### src/rtl/pe_pkg.sv
// Shared types and helpers for the PE address generators (ifmap, filter, psum).
// Holds the controller state encoding and the circular-buffer pointer arithmetic.
package pe_pkg;

    localparam int DEFAULT_DEPTH  = 12;
    localparam int DEFAULT_CFG_W  = 5;
    localparam int DEFAULT_MAX_CH = 4;

    typedef enum logic [1:0] {
        ST_IDLE,
        ST_CHECK,
        ST_RUN,
        ST_FINISH
    } pe_state_t;

    // (ptr + inc) mod depth for ptr < depth and inc <= depth; a single
    // compare-subtract replaces the divider.
    function automatic logic [31:0] wrap_add(input logic [31:0] ptr,
                                             input logic [31:0] inc,
                                             input logic [31:0] depth);
        logic [31:0] sum;
        sum = ptr + inc;
        if (sum >= depth) begin
            sum = sum - depth;
        end
        return sum;
    endfunction

endpackage

### src/rtl/circ_ptr.sv
// Head pointer of a circular scratchpad of DEPTH words (DEPTH need not be a power of 2).
// Advances by inc on every inc_en cycle; shared by the ifmap, filter and psum generators.
module circ_ptr
    import pe_pkg::*;
#(
    parameter int DEPTH  = DEFAULT_DEPTH,
    parameter int ADDR_W = (DEPTH > 1) ? $clog2(DEPTH) : 1,
    parameter int CNT_W  = $clog2(DEPTH + 1)
) (
    input  logic              clk,
    input  logic              rst,
    input  logic              inc_en,
    input  logic [CNT_W-1:0]  inc,
    output logic [ADDR_W-1:0] ptr
);

    // NOTE: sequential state uses non-blocking assignments so every register
    // samples pre-edge values regardless of block ordering.
    always_ff @(posedge clk or posedge rst) begin
        if (rst) begin
            ptr <= '0;
        end else if (inc_en) begin
            ptr <= ADDR_W'(wrap_add(32'(ptr), 32'(inc), 32'(DEPTH)));
        end
    end

endmodule

### src/rtl/if_window_addr_gen.sv
// Ifmap scratchpad read-address sequencer for one 1-D convolution row with S taps,
// stride U and C interleaved channels; releases consumed words back to the writer.
module if_window_addr_gen
    import pe_pkg::*;
#(
    parameter int DEPTH  = DEFAULT_DEPTH,
    parameter int ADDR_W = (DEPTH > 1) ? $clog2(DEPTH) : 1,
    parameter int CFG_W  = DEFAULT_CFG_W,
    parameter int MAX_CH = DEFAULT_MAX_CH,
    parameter int CH_W   = $clog2(MAX_CH + 1),
    parameter int CNT_W  = $clog2(DEPTH + 1)
) (
    input  logic              clk,
    input  logic              rst,
    input  logic              start,
    input  logic [CFG_W-1:0]  cfg_ifmap_size,
    input  logic [CFG_W-1:0]  cfg_filt_size,
    input  logic [CFG_W-1:0]  cfg_stride,
    input  logic [CH_W-1:0]   cfg_channels,
    input  logic [CNT_W-1:0]  avail_cnt,
    input  logic              rd_ready,
    output logic              rd_valid,
    output logic [ADDR_W-1:0] rd_addr,
    output logic [CFG_W-1:0]  rd_tap,
    output logic [CH_W-1:0]   rd_chan,
    output logic              rd_last,
    output logic              release_valid,
    output logic [CNT_W-1:0]  release_cnt,
    output logic [ADDR_W-1:0] head_ptr,
    output logic              busy,
    output logic              done,
    output logic              cfg_err
);

    localparam int EXT_W = CNT_W + CFG_W;
    localparam logic [EXT_W-1:0] DEPTH_X  = EXT_W'(DEPTH);
    localparam logic [EXT_W-1:0] MAX_CH_X = EXT_W'(MAX_CH);

    pe_state_t state_q, state_d;

    logic [CFG_W-1:0] w_q, w_d, s_q, s_d, u_q, u_d;
    logic [CH_W-1:0]  chn_q, chn_d;
    logic [CFG_W-1:0] win_q, win_d, k_q, k_d;
    logic [CH_W-1:0]  ch_q, ch_d;
    logic             rel_valid_q, rel_valid_d;
    logic [CNT_W-1:0] rel_cnt_q, rel_cnt_d;
    logic             done_q, done_d;
    logic             err_q, err_d;

    // Widened copies so products and sums are never truncated before a compare.
    logic [EXT_W-1:0] w_x, s_x, u_x, c_x, win_x, k_x, ch_x;
    logic [EXT_W-1:0] off, step_cnt, tail_cnt;
    logic             cfg_bad, final_win, in_run, accept;

    assign w_x   = EXT_W'(w_q);
    assign s_x   = EXT_W'(s_q);
    assign u_x   = EXT_W'(u_q);
    assign c_x   = EXT_W'(chn_q);
    assign win_x = EXT_W'(win_q);
    assign k_x   = EXT_W'(k_q);
    assign ch_x  = EXT_W'(ch_q);

    // head_ptr already absorbs win*C from earlier releases, so the offset from
    // the head is only the in-window part; it is also what avail_cnt counts.
    assign off      = k_x * c_x + ch_x;
    assign step_cnt = u_x * c_x;
    assign tail_cnt = (w_x - win_x) * c_x;

    assign cfg_bad   = (s_x == '0) || (u_x == '0) || (c_x == '0) || (c_x > MAX_CH_X)
                    || (s_x > w_x) || (w_x * c_x > DEPTH_X);
    assign final_win = (win_x + u_x + s_x) > w_x;

    assign in_run   = (state_q == ST_RUN);
    assign rd_valid = in_run && !rel_valid_q && (off < EXT_W'(avail_cnt));
    assign rd_addr  = in_run ? ADDR_W'(wrap_add(32'(head_ptr), 32'(off), 32'(DEPTH))) : '0;
    assign rd_last  = in_run && (k_q == s_q - CFG_W'(1)) && (ch_q == chn_q - CH_W'(1));
    assign accept   = rd_valid && rd_ready;

    // NOTE: every variable driven here gets a default before the case so no
    // path leaves it unassigned, which would otherwise infer a latch.
    always_comb begin
        state_d     = state_q;
        w_d         = w_q;
        s_d         = s_q;
        u_d         = u_q;
        chn_d       = chn_q;
        win_d       = win_q;
        k_d         = k_q;
        ch_d        = ch_q;
        rel_valid_d = 1'b0;
        rel_cnt_d   = rel_cnt_q;
        done_d      = 1'b0;
        err_d       = 1'b0;

        case (state_q)
            ST_IDLE: begin
                if (start) begin
                    w_d     = cfg_ifmap_size;
                    s_d     = cfg_filt_size;
                    u_d     = cfg_stride;
                    chn_d   = cfg_channels;
                    state_d = ST_CHECK;
                end
            end
            ST_CHECK: begin
                if (cfg_bad) begin
                    err_d   = 1'b1;
                    state_d = ST_IDLE;
                end else begin
                    win_d   = '0;
                    k_d     = '0;
                    ch_d    = '0;
                    state_d = ST_RUN;
                end
            end
            ST_RUN: begin
                if (accept) begin
                    if (ch_q == chn_q - CH_W'(1)) begin
                        ch_d = '0;
                        if (k_q == s_q - CFG_W'(1)) begin
                            k_d         = '0;
                            rel_valid_d = 1'b1;
                            if (final_win) begin
                                // The last release also frees the unused tail of the row.
                                rel_cnt_d = CNT_W'(tail_cnt);
                                done_d    = 1'b1;
                                state_d   = ST_FINISH;
                            end else begin
                                rel_cnt_d = CNT_W'(step_cnt);
                                win_d     = win_q + u_q;
                            end
                        end else begin
                            k_d = k_q + CFG_W'(1);
                        end
                    end else begin
                        ch_d = ch_q + CH_W'(1);
                    end
                end
            end
            ST_FINISH: begin
                state_d = ST_IDLE;
            end
            default: begin
                state_d = ST_IDLE;
            end
        endcase
    end

    always_ff @(posedge clk or posedge rst) begin
        if (rst) begin
            state_q     <= ST_IDLE;
            w_q         <= '0;
            s_q         <= '0;
            u_q         <= '0;
            chn_q       <= '0;
            win_q       <= '0;
            k_q         <= '0;
            ch_q        <= '0;
            rel_valid_q <= 1'b0;
            rel_cnt_q   <= '0;
            done_q      <= 1'b0;
            err_q       <= 1'b0;
        end else begin
            state_q     <= state_d;
            w_q         <= w_d;
            s_q         <= s_d;
            u_q         <= u_d;
            chn_q       <= chn_d;
            win_q       <= win_d;
            k_q         <= k_d;
            ch_q        <= ch_d;
            rel_valid_q <= rel_valid_d;
            rel_cnt_q   <= rel_cnt_d;
            done_q      <= done_d;
            err_q       <= err_d;
        end
    end

    // The head moves at the end of the release cycle, so reads resume from the new head.
    circ_ptr #(
        .DEPTH  (DEPTH),
        .ADDR_W (ADDR_W),
        .CNT_W  (CNT_W)
    ) u_head (
        .clk    (clk),
        .rst    (rst),
        .inc_en (rel_valid_q),
        .inc    (rel_cnt_q),
        .ptr    (head_ptr)
    );

    assign rd_tap        = k_q;
    assign rd_chan       = ch_q;
    assign release_valid = rel_valid_q;
    assign release_cnt   = rel_cnt_q;
    assign busy          = (state_q != ST_IDLE);
    assign done          = done_q;
    assign cfg_err       = err_q;

endmodule
### config.mk
export PLATFORM = sky130hd
export DESIGN_NAME = if_window_addr_gen
export DESIGN_NICKNAME = d
export VERILOG_FILES = /design/src/rtl/pe_pkg.sv /design/src/rtl/circ_ptr.sv /design/src/rtl/if_window_addr_gen.sv
export SDC_FILE = /design/constraint.sdc
export NUM_CORES = 1
export LEC_CHECK = 0
export ABC_CLOCK_PERIOD_IN_PS = 4500
export CAP_MARGIN = 20
export CORE_MARGIN = 2
export CORE_UTILIZATION = 45
export DETAILED_ROUTE_END_ITERATION = 10
export PLACE_DENSITY_LB_ADDON = 0.3
export RECOVER_POWER = 100
export SETUP_SLACK_MARGIN = 0.02
export SYNTH_ARGS = -nofsm -noshare
export SYNTH_HDL_FRONTEND = slang
export SYNTH_SLANG_ARGS = --single-unit
### constraint.sdc
create_clock -name clk -period 4.5 [get_ports clk]
set_clock_uncertainty 0.15 [all_clocks]
set_input_delay 0.45 -clock clk [delete_from_list [all_inputs] [get_ports clk]]
set_output_delay 0.45 -clock clk [all_outputs]
set_load 0.02 [all_outputs]
==> Word-level counts from Yosys, hierarchy flattened <==
Index checks and enable logic that the tools add are counted.
{ "classes": {"n_addsub": 13, "n_mul": 4, "n_div": 0, "magnitude_cmp": 7, "n_eq_ne": 12, "shifts": 0, "n_mux": 36, "n_bitwise": 0, "n_reduce_logical": 23} }
{ "ops": {"columns": ["cell", "count"], "rows": [
  ["2-to-1 mux 5 bit", 8],
  ["logical NOT 9 bit", 3],
  ["one-hot mux 5 bit (2 select lines)", 2],
  ["multiplier 5 x 3 -> 8 bit", 2],
  ["2-to-1 mux 4 bit", 4],
  ["2-to-1 mux 2 bit", 6],
  ["2-to-1 mux 1 bit", 11],
  ["adder 4 x 9 -> 10 bit", 1],
  [">= comparator 10 x 4 -> 1 bit, second input constant", 1],
  ["adder 8 x 3 -> 9 bit", 1],
  ["< comparator 9 x 4 -> 1 bit", 1],
  ["2-to-1 mux 3 bit", 3],
  ["> comparator 8 x 4 -> 1 bit, second input constant", 1],
  ["!= test 2 bit, second input constant", 4],
  ["one-hot mux 2 bit (4 select lines)", 1],
  ["AND reduction 4 bit", 2],
  ["subtractor 4 bit, second input constant", 2],
  ["adder 6 x 5 -> 7 bit", 1],
  ["> comparator 7 x 5 -> 1 bit", 1],
  ["adder 5 x 5 -> 6 bit", 1],
  ["multiplier 6 x 4 -> 4 bit", 1],
  ["!= test 2 x 1 -> 1 bit, second input constant", 3],
  ["one-hot mux 3 bit (2 select lines)", 1],
  ["AND reduction 6 bit", 1],
  ["other kinds (23)", 33]
]} }
{ "totals": {"register_bits": 44, "latchBits": 0, "ramBits": 0, "romBits": 0, "out_inout_bits": 26, "elab_cells": 108, "mem_count": 0} }

==> Depth between registers and ports, before layout <==
{ "logic_depth": {"word_depth": 8, "mapped_depth": 17, "mapped_depth_nobuf": 15} }

==> Cells and area by module <==
From an unflattened synthesis, not the netlist that was laid out.
{ "unflattened": {"hier_cells": 483, "area_unflattened_um2": 4466.8} }
{ "by_module_without_submodules": {"columns": ["module", "n_inst", "cells_per_inst", "area_per_inst_um2", "seq_area_each_um2"], "rows": [
  ["if_window_addr_gen", 1, 437, 4063.9, 1001.0],
  ["circ_ptr", 1, 46, 402.9, 100.1]
]} }

==> Worst setup path before layout <==
Ideal clock, no wire load.
{ "synth_path": {"kind": "register -> output", "from": "register chn_q[0]", "to": "output rd_addr[3]", "t_arrival_ns": 4.184, "setup_slack_ns": -0.284, "stages_incl_launch_ff": 17, "cell_sequence": "dfrtp_1 > clkbuf_1 > clkbuf_1 > nand2_1 > fa_1 > inv_1 > fa_1 > inv_1 > fa_1 > inv_1 > ha_1 > a21oi_1 > xnor2_1 > ha_1 > nor4_1 > o211ai_1 > o21ai_0"} }
{ "synth_via": {"elab_chain_len": 6, "elab_cells_between_ends": 7} }
{ "synth_rtl": {"columns": ["item", "line_no", "source"], "rows": [
  ["start, declared", "if_window_addr_gen.sv:42", "logic [CH_W-1:0] chn_q, chn_d;"],
  ["start signal, assigned", "if_window_addr_gen.sv:168", "chn_q <= chn_d;"],
  ["multiplier 5 x 3 -> 8 bit (*)", "if_window_addr_gen.sv:65", "assign off = k_x * c_x + ch_x;"],
  ["adder 8 x 3 -> 9 bit (*)", "if_window_addr_gen.sv:65", null],
  ["adder 4 x 9 -> 10 bit (*)", "pe_pkg.sv:22", "sum = ptr + inc;"],
  [">= comparator 10 x 4 -> 1 bit or subtractor 4 bit (tied branches)", "pe_pkg.sv:23, pe_pkg.sv:24", null],
  ["2-to-1 mux 4 bit (*)", "pe_pkg.sv:23", "if (sum >= depth) begin"],
  ["2-to-1 mux 4 bit (*)", "if_window_addr_gen.sv:75", "assign rd_addr = in_run ? ADDR_W'(wrap_add(32'(head_ptr), 32'(off), 32'(DEPTH))) : '0;"],
  ["end, declared", "if_window_addr_gen.sv:23", "output logic [ADDR_W-1:0] rd_addr,"]
]} }
Mark *: on every way between the ends. The rest lies on a longest branch, timed or not.

==> Worst setup path in the final report <==
Ends and elaborated chain as after synthesis.

==> results.md <==
* CTS tree: yes
* Setup TNS at -14.6 ps
* Synth top area share at 0.252
* WP buf/inv at 5
* Violated checks: capacitance limit, slew limit, setup timing
* Tightest Hold Check Type: reg -> reg
* Largest net degree at the start of global routing at 45
* Synthesized instance count at 469
* FFs w/ async S/R, synth at 1.00
* IO Count at 52
* Starting Density at 0.468
* Setup WS post-layout at -14.6 ps
* Post-synth top flop: dfrtp_1
* Number of diodes at 0
* Area grow syn2layout at 22.2%
* Clk slew on worst S/H paths at 90 ps
* Via-to-Cell Ratio at 5.36
* Final period util at 1.00
* Setup Viol. Count Final at 1
* Power density cells at about 540 nW/µm²
* Post-Syn Area at ~4400 µm²
* Final slew viol count at 45
* CTS Buf Count at 5
* Root Driver: clkbuf_8
* Global-route wire length before repair at 17.8 mm
* Design Area, Final at 5330 µm²
* Clock Tree Buf Depth at 2
* DP Wirelength at 8.32 mm
* Grt ovf at 0
* Rows at 35
* Max-cap violation count at 1
* Pre-Repair DR Iteration Count at 4
* Crit path kind: reg -> out
* Vias at ~3600
* Leak pwr at around 0.0026 µW
* Syn Area/Cell at 9.30 µm²
* Simple logic cell fraction of the synthesized area at 0.172
* Startpoint types: register
* Post-route non-filler standard cell count at ~670
* Post-Synth XOR/XNOR Area at 0.0703
* Status: complete, but fails checks
* Initial DRC count at 125
* Total track usage at 0.216
* Pwr Total at 2860 µW
* Max-slew headroom at -0.694
* CP Cell Sequence: nand2_2 > fa_1 > inv_2 > fa_1 > inv_2 > fa_2 > inv_2 > ha_4 > a21oi_4 > xnor2_2 > ha_2 > nor4_4 > o211ai_1 > buf_4 > nand3_1 > o21ai_2 > buf_6
* Placed cell count at about 660
* # port buffers at 51
* Minimum period implied by the final worst setup slack at 4510 ps
* Detailed Route WL at 10.4 mm
* Synth Register Bits at 44
* Layout cells sized above 1 at 0.130
* Sequential-to-total area share from yosys stat at 0.252
* Setup crit end kind: primary output
* Vias in the first global route at 3630
* Die Span Y at between 100 and 150 µm
* DRC violations left at 0
* # clock sinks at 44
* FILL cells at 846
* RSZ-0062 raised after global routing: true
* Die X at a little over 100 µm
* Util after Layout at 0.572
* Worst vdd ir at roughly 660 µV
* Fin. Hold Viols at 0
* Post-synthesis adder-cell area fraction at 0.284
* Core Area at 9330 µm²
* Warnings from Yosys at 0
* Post-route ant nets at 0
* Antenna violations before repair at 0
* Post-layout nets at 652
* CP peak stage delay at 560 ps
* Synth top area cells: dfrtp_1, ha_1, fa_1
* Netlist cell types at 62
* Cell taking the most area after synthesis: dfrtp_1
* Peak Freq at about 220 MHz
* Post-synth EDFFs at 0
* Worst-Skew Late Latency at a little over 300 ps
* Share of synthesized area spent on multiplexers at 0.0350
* Worst-Margin Slew at about 2500 ps
* Data arrival, critical path at ~3900 ps
* CTS H-Tree Depth at 2
* Largest family of logic cells by synthesized area: adder cells
* Routed length per placed instance at 15.6 µm
* Crit path top cell by count: inv_2
* CP max FO at 3
* Placed Area at roughly 5100 µm²
* Die area at approximately 10000 µm²
* Gpl congestion at around 0.86
* Crit path required time at 3900 ps
* Net Count, Synth at a little under 600
* Crit-path slowest cell: fa_1
* Compound-gate portion of the synthesized area at 0.138
* Delay-heaviest family, CP: adder cells
-- tightest hold or removal path: stages, from the launching register on --
cell,delay (ps)
dfrtp_1,390
nand2_1,60
nand2_1,50
-- what timing repair did --
action / CTS / global route
resized for setup: 25 / 8
cloned: 0 / 0
pin swaps: 14 / 8
buffers inserted: 4 / 1
hold buffers: 0 / 0
endpoints found under the setup margin: 3 / 3
-- per-stage QoR --
step | hold slack [ps] | setup slack (ps)
6_report | 376 | -14.6
4_1_cts | 381 | -26.1
3_3_place_gp | 358 | -249
5_1_grt | 416 | -144
2_1_floorplan | 316 | 24.9
3_5_place_dp | 364 | -419
-- state kept, by name (all words and copies together) (netlist names), named ones only --
| signal | flops |
|---|---|
| s_q | 5 |
| rd_chan | 3 |
| release_valid | 1 |
| cfg_err | 1 |
| rd_tap | 5 |
| state_q | 1 |
| u_head.ptr | 4 |
| release_cnt | 4 |
| w_q | 5 |
| u_q | 5 |
| chn_q | 3 |
| done | 1 |
| win_q | 5 |
-- report_power, final --
part           switching, µW  leakage (µW)  internal (µW)
Combinational           1040       0.00200            902
Sequential               155      0.000572            489
Clock                    155     0.0000434            125
-- layer usage --
metal  GRT usage  wire [µm]  part of all wire
met5           0          0                 0
met4      0.0379         97            0.0093
met3      0.0253        351             0.034
met2       0.369       5010              0.48
met1       0.298       4980              0.48
-- synth_stat cells (5+ instances only) --
cell type and number:
nand2_1 46, nand2b_1 8, a21o_1 11, ha_1 67
xnor2_1 29, nor4_1 5, nor2_1 25, a21oi_1 16
inv_1 44, nor2b_1 6, nand3_1 5, dfrtp_1 44
xor2_1 6, and2_1 18, clkbuf_1 10, mux2_2 10
o21ai_0 33, fa_1 20
-- worst paths after layout --
path / from / end / slack (ps) / cells past startpoint
min reg2reg: release_cnt[0] / release_cnt[0] / 380 / 2
max: chn_q[0] / rd_addr[3] / -10 / 17
max in group asynchronous: rst / rd_tap[0] / 1200 / 3
min in group asynchronous: rst / u_head.ptr[1] / 1370 / 3
min: release_cnt[0] / release_cnt[0] / 380 / 2
max reg2reg: chn_q[1] / win_q[2] / 160 / 14
-- placed cells by master, fill, tap and decap left out, types with 3 or more instances in the layout --
cell and n:
xor2_1 6, ha_1 64, mux2i_1 4, nor2b_1 6, or2_1 3, nand3_1 5, o21ai_0 32, nand2b_1 8
a21oi_1 15, inv_1 40, fa_1 19, nor4_1 4, nand4_1 4, mux2_2 10, nand3b_1 3, inv_2 3
clkdlybuf4s50_1 23, buf_4 18, buf_6 5, a21o_1 11, and2_1 16, xnor2_1 27, nor2_1 23, nand2_1 44
clkbuf_8 6, dfrtp_1 42, a31oi_1 3, dlygate4sd3_1 25, nor3_1 3, clkbuf_1 3
-- layout make-up --
cell class                 count  area [µm²]  area share
multi-input combinational    369        3120       0.584
sequential                    44        1100       0.207
timing repair buffer          75         688       0.129
inverter                      44         165      0.0310
tap                          129         161      0.0303
clock buffer                   6        82.6      0.0155
clock inverter                 2        15.0     0.00282
-- logic make-up after synthesis --
| family | count (synthesis) |
|---|---|
| AO/OA/AOI/OAI | 93 |
| buffers and inverters | 56 |
| adder cells (fa/ha/maj) | 87 |
| flip-flops | 44 |
| XOR/XNOR | 35 |
| multiplexers | 14 |
| AND/OR/NAND/NOR | 140 |
(Power assumes the default switching activity.)
